### src/rtl/phy_rdata_buf.sv
// Read-beat buffer between the NAND PHY read sequencer and the DMA AXI-Stream sink.
// Optional per-packet beat counter: define RDBUF_PKT_BEATCNT_EN to add o_pkt_beats / o_pkt_done.
module phy_rdata_buf #(
  parameter int DATA_WIDTH    = 32,
  parameter int DEPTH         = 64,
  parameter int RREADY_MARGIN = 16
) (
  input  logic                   clk,
  input  logic                   rst_n,
  input  logic                   i_rvalid,
  input  logic [DATA_WIDTH-1:0]  i_rdata,
  input  logic [15:0]            i_rid,
  input  logic [15:0]            i_ruser,
  input  logic                   i_rlast,
  output logic                   o_rready,
  output logic                   m_axis_tvalid,
  input  logic                   m_axis_tready,
  output logic [DATA_WIDTH-1:0]  m_axis_tdata,
  output logic                   m_axis_tlast,
  output logic [15:0]            m_axis_tid,
  output logic [15:0]            m_axis_tuser,
  output logic [$clog2(DEPTH):0] o_level,
  output logic                   o_overflow,
  output logic                   o_orphan_last,
`ifdef RDBUF_PKT_BEATCNT_EN
  output logic [15:0]            o_pkt_beats,
  output logic                   o_pkt_done,
`endif
  input  logic                   i_clr_err
);

  localparam int AW = $clog2(DEPTH);

  typedef struct packed {
    logic                  last;
    logic [15:0]           user;
    logic [15:0]           id;
    logic [DATA_WIDTH-1:0] data;
  } beat_t;

  beat_t         stg;
  logic          stg_valid;
  beat_t         mem [DEPTH];
  beat_t         head;
  beat_t         push_beat;
  logic [AW-1:0] wr_ptr;
  logic [AW-1:0] rd_ptr;
  logic [AW:0]   level;
  logic          full;
  logic          pop;
  logic          push_req;
  logic          push_ok;
  logic          ovf_set;
  logic          orphan_set;
  int            free_next;

  // NOTE: every always_comb output gets a default first so no path can infer a latch.
  always_comb begin
    full           = level[AW];
    pop            = m_axis_tvalid & m_axis_tready;
    push_req       = stg_valid & (i_rvalid | i_rlast | stg.last);
    push_ok        = push_req & (~full | pop);
    ovf_set        = push_req & ~push_ok;
    orphan_set     = ~i_rvalid & i_rlast & ~stg_valid;
    push_beat      = stg;
    // A bare rlast closes the packet on the beat currently being pushed.
    push_beat.last = stg.last | (i_rlast & ~i_rvalid);
    free_next      = DEPTH - int'(level) - int'(stg_valid) - int'(push_ok) + int'(pop);
  end

  // NOTE: sequential state uses non-blocking assignments so every register samples pre-edge values.
  always_ff @(posedge clk) begin
    if (!rst_n) begin
      stg_valid <= 1'b0;
      stg       <= '0;
    end else if (i_rvalid) begin
      stg_valid <= 1'b1;
      stg       <= '{last: i_rlast, user: i_ruser, id: i_rid, data: i_rdata};
    end else if (stg_valid & (i_rlast | stg.last)) begin
      stg_valid <= 1'b0;
      stg.last  <= 1'b0;
    end
  end

  // NOTE: the storage array is deliberately not reset; pointers and level define validity.
  always_ff @(posedge clk) begin
    if (push_ok) mem[wr_ptr] <= push_beat;
  end

  always_ff @(posedge clk) begin
    if (!rst_n) begin
      wr_ptr <= '0;
      rd_ptr <= '0;
      level  <= '0;
    end else begin
      if (push_ok) wr_ptr <= wr_ptr + 1'b1;
      if (pop)     rd_ptr <= rd_ptr + 1'b1;
      case ({push_ok, pop})
        2'b10:   level <= level + 1'b1;
        2'b01:   level <= level - 1'b1;
        default: level <= level;
      endcase
    end
  end

  // Space signal looks ahead at this cycle's push/pop; the PHY sees it one cycle later.
  always_ff @(posedge clk) begin
    if (!rst_n) o_rready <= 1'b0;
    else        o_rready <= (free_next >= RREADY_MARGIN);
  end

  always_ff @(posedge clk) begin
    if (!rst_n) begin
      o_overflow    <= 1'b0;
      o_orphan_last <= 1'b0;
    end else begin
      o_overflow    <= (o_overflow & ~i_clr_err) | ovf_set;
      o_orphan_last <= (o_orphan_last & ~i_clr_err) | orphan_set;
    end
  end

  // Payload is forced to zero while empty so the unreset array never leaks X.
  always_comb begin
    head          = mem[rd_ptr];
    m_axis_tvalid = (level != '0);
    m_axis_tdata  = m_axis_tvalid ? head.data : '0;
    m_axis_tlast  = m_axis_tvalid ? head.last : 1'b0;
    m_axis_tid    = m_axis_tvalid ? head.id   : '0;
    m_axis_tuser  = m_axis_tvalid ? head.user : '0;
    o_level       = level;
  end

`ifdef RDBUF_PKT_BEATCNT_EN
  logic [15:0] beat_cnt;
  logic [15:0] cnt_inc;

  always_comb begin
    cnt_inc = (beat_cnt == 16'hFFFF) ? beat_cnt : beat_cnt + 16'd1;
  end

  always_ff @(posedge clk) begin
    if (!rst_n) begin
      beat_cnt    <= '0;
      o_pkt_beats <= '0;
      o_pkt_done  <= 1'b0;
    end else begin
      o_pkt_done <= 1'b0;
      if (push_ok) begin
        if (push_beat.last) begin
          o_pkt_beats <= cnt_inc;
          o_pkt_done  <= 1'b1;
          beat_cnt    <= '0;
        end else begin
          beat_cnt <= cnt_inc;
        end
      end
    end
  end
`endif

endmodule

### config.mk
export PLATFORM = sky130hd
export DESIGN_NAME = phy_rdata_buf
export DESIGN_NICKNAME = d
export VERILOG_FILES = /design/src/rtl/phy_rdata_buf.sv
export SDC_FILE = /design/constraint.sdc
export NUM_CORES = 2
export LEC_CHECK = 0
export CAP_MARGIN = 20
export CORE_MARGIN = 2
export CORE_UTILIZATION = 38
export CTS_BUF_LIST = sky130_fd_sc_hd__clkbuf_16
export CTS_CLUSTER_DIAMETER = 40
export DETAILED_ROUTE_END_ITERATION = 16
export DONT_BUFFER_PORTS = 1
export GPL_TIMING_DRIVEN = 0
export PLACE_DENSITY_LB_ADDON = 0.25
export SETUP_SLACK_MARGIN = 0.4
export SYNTH_ARGS = -nofsm -noshare
export SYNTH_HDL_FRONTEND = slang
export SYNTH_MEMORY_MAX_BITS = 65536
export SYNTH_SLANG_ARGS = --single-unit
### constraint.sdc
create_clock -name clk -period 7.65 [get_ports clk]
set_input_delay 0.765 -clock clk [delete_from_list [all_inputs] [get_ports clk]]
set_output_delay 0.765 -clock clk [all_outputs]
set_load 0.01 [all_outputs]
==> flow_summary.ini <==
[status]
outcome = complete, no violations

[yosys]
ys_types = 53
ys_seq_elements = 4254
ys_async_sr_fraction_pct = 0
netlist_area_um2 = 162000
yosysSeqAreaShare_pct = 78.4
synth_ff_type = edfxtp_1
yosysWarningCount = 0
synthCells = 6914
synth_edf_count = 4160
syn_avg_cell_area_um2 = 23.4
syn-num-nets = 7005

[global_route]
gr-total-overflow = 0
grtUsageTotal_pct = 23.6
grt_pass1_wl_mm = 695
grt_pass1_vias = 81000
antenna_found_initial = 30
grt_max_degree = 66

[placed_design]
dp_hpwl_mm = 363
place.gp.congestion = 0.856
port_buffers = 0

[routing]
dr.pass1.iters = 6
vias = 81300
drc_errors = 0
ant_nets = 0
vias_per_cell = 5.84
wirelength_mm = 518
drt_iter0_markers = 11400
wire_per_inst_um = 37.2

[die]
num_io_pins = 146
die_w_um = 656
initial_core_util_pct = 38.2
core-area_um2 = 424000
die_area_um2 = 431000
rows = 239
dieHeight_um = 656

[cts]
clock_latency_ns = 1.04
cts_num_sinks = 4254
clock_path_buffers = 4
cts_tree = yes
path_clk_slew_ns = 0.05
post_cts_resized = 0
numCtsBuffers = 518
cts_max_level = 6
root_buffer = clkbuf_16

[setup_path]
reg2regPathDepth = 15
worstPathRequired_ns = 6.88
crit_path_start_kind = flip-flop
path_class = flip-flop to output pin
path_max_fanout = 10
reg2reg_slack_ns = 3.23
endpoint_kind = output pin
r2r_end = o_rready$_SDFF_PN0_
crit_end = m_axis_tdata[4]
r2r_start = o_level[0]$_SDFFE_PN0P_
worstPathArrival_ns = 6.15

[finish]
area_delta_synth_final_pct = 20.1
fin_nets = 7924
drive_above_1_share_pct = 30.8

[timing]
finalHoldViolations = 0
fin_skew_ns = 0.0458
fin_crit_sh_pct = 90.4
grt_setup_unrepaired = false
maxSlewHeadroom_pct = 9.60
holdWs_ns = 0.118
fin_crit_ns = 6.91
setup_tns_ns = 0
maxSlewViolCount = 0
setup_violations = 0
max_slew.worst_pin.slew_ns = 1.34
fmax_mhz = 145

[power]
leakage_nw = 58.4
power_density_nw_per_um2 = 310
peakVddDrop_mv = 0.260

[run]
cap_viol_max_count = 0

[min_path]
worstHoldPathType = primary input to flip-flop
worstHoldStart = i_rlast
## registers in the layout, indices dropped and copies added (netlist names), named ones only
signal	cells
stg	1
o_level	7
wr_ptr	6
o_orphan_last	1
rd_ptr	6
o_rready	1
stg_valid	1
o_overflow	1
push_beat	64
mem	4160
## cell families after synthesis
kind of cell             count (synthesis)  share of synthesized area (%)
flip-flops                            4254                           78.4
multiplexers                          1488                           17.3
AO/OA/AOI/OAI                          425                           1.89
buffers and inverters                  402                           1.13
AND/OR/NAND/NOR                        309                          0.992
adder cells (fa/ha/maj)                 21                          0.176
XOR/XNOR                                15                         0.0812
## through the flow
step           utilization [%]  total power, mW  instances  cell area, um^2  setup slack [ns]
2_1_floorplan                -             32.2       6914           162000              2.33
3_3_place_gp              39.8             35.8      12600           169000             -5.13
3_5_place_dp              41.6             36.0      12900           176000              1.82
4_1_cts                   45.8             60.4      13900           194000             0.730
5_1_grt                   45.8             61.6      13900           194000             0.717
6_report                  45.8             60.1      13900           194000             0.736
## how the worst min path moves through the flow
stage	to	depth (start not counted)
global placement	stg[64]$_SDFFE_PN0P_	2
CTS	o_orphan_last$_SDFF_PN0_	4
detailed placement	mem[17][41]$_DFFE_PP_	0
global route	o_orphan_last$_SDFF_PN0_	4
floorplan	flip-flop	2
finish	o_orphan_last$_SDFF_PN0_	4
## where the power goes
part	internal (mW)	total (mW)	leakage, nW	switching (mW)
Combinational	3.75	9.65	12.2	5.90
Sequential	25.7	25.9	37.5	0.202
Clock	14.6	24.6	8.64	9.93
## area by class of cell
class	instances	area [um^2]
multi-input cells	2258	33600
clock inverters	400	3940
plain buffers	382	1780
repair buffers	399	7530
clock buffers	532	13300
flip-flops and latches	4254	127000
diodes	16	40.0
well taps	5663	7090
inverters	20	75.1
fillers	34700	229000
## layer usage
| layer | track usage (%) | wire length (um) |
|---|---|---|
| met1 | 29.9 | 191000 |
| met2 | 39.2 | 253000 |
| met3 | 4.05 | 43000 |
| met4 | 12.2 | 31200 |
| met5 | 0 | 34 |
## worst max-delay path, cell delays in order (launching register included)
cell and delay (ns):
dfxtp_1 0.29, buf_2 0.29, buf_2 0.42, buf_2 0.66, buf_2 0.59, nand2_1 0.62, clkbuf_1 0.54, o22ai_1 0.86
o311a_1 0.70
## cell usage after synthesis (4+ instances only)
library cell | number | area [um^2]
nand2_1 | 32 | 120
buf_6 | 4 | 45.0
a21oi_1 | 7 | 35.0
and2_1 | 14 | 87.6
buf_4 | 20 | 150
a22oi_1 | 127 | 953
edfxtp_1 | 4160 | 125000
inv_1 | 20 | 75.1
dfxtp_1 | 94 | 1880
o21a_1 | 7 | 52.6
mux2i_1 | 436 | 4360
nand2b_1 | 6 | 37.5
o311a_1 | 60 | 601
a31oi_1 | 5 | 31.3
xnor2_1 | 11 | 96.3
nor2b_1 | 78 | 488
clkbuf_1 | 133 | 499
buf_1 | 51 | 191
nor2_1 | 76 | 285
nor3_1 | 62 | 310
a211oi_1 | 4 | 30.0
o22ai_1 | 187 | 1170
xor2_1 | 4 | 35.0
o21ai_0 | 15 | 75.1
or3_1 | 9 | 56.3
nand3_1 | 9 | 45.0
buf_2 | 174 | 871
mux4_2 | 1051 | 23700
ha_1 | 18 | 225
## placed cells by master, fill, tap and decap left out, types with 48 or more instances in the layout
cell type / count
o311a_1: 60
mux2i_1: 436
nor3_1: 62
dfxtp_2: 63
a22oi_1: 127
dlygate4sd3_1: 67
clkinv_2: 77
clkbuf_16: 532
edfxtp_1: 4160
nor2_4: 64
inv_1: 86
buf_2: 177
clkbuf_1: 120
mux4_2: 1051
nor2b_1: 78
o22ai_1: 187
clkinv_1: 60
buf_12: 259
buf_1: 48
bufinv_16: 55
## timing repair
item	CTS	global route
hold endpoints to repair	68	0
buffers inserted	0	0
hold buffers	67	0
(Power assumes the default switching activity.)
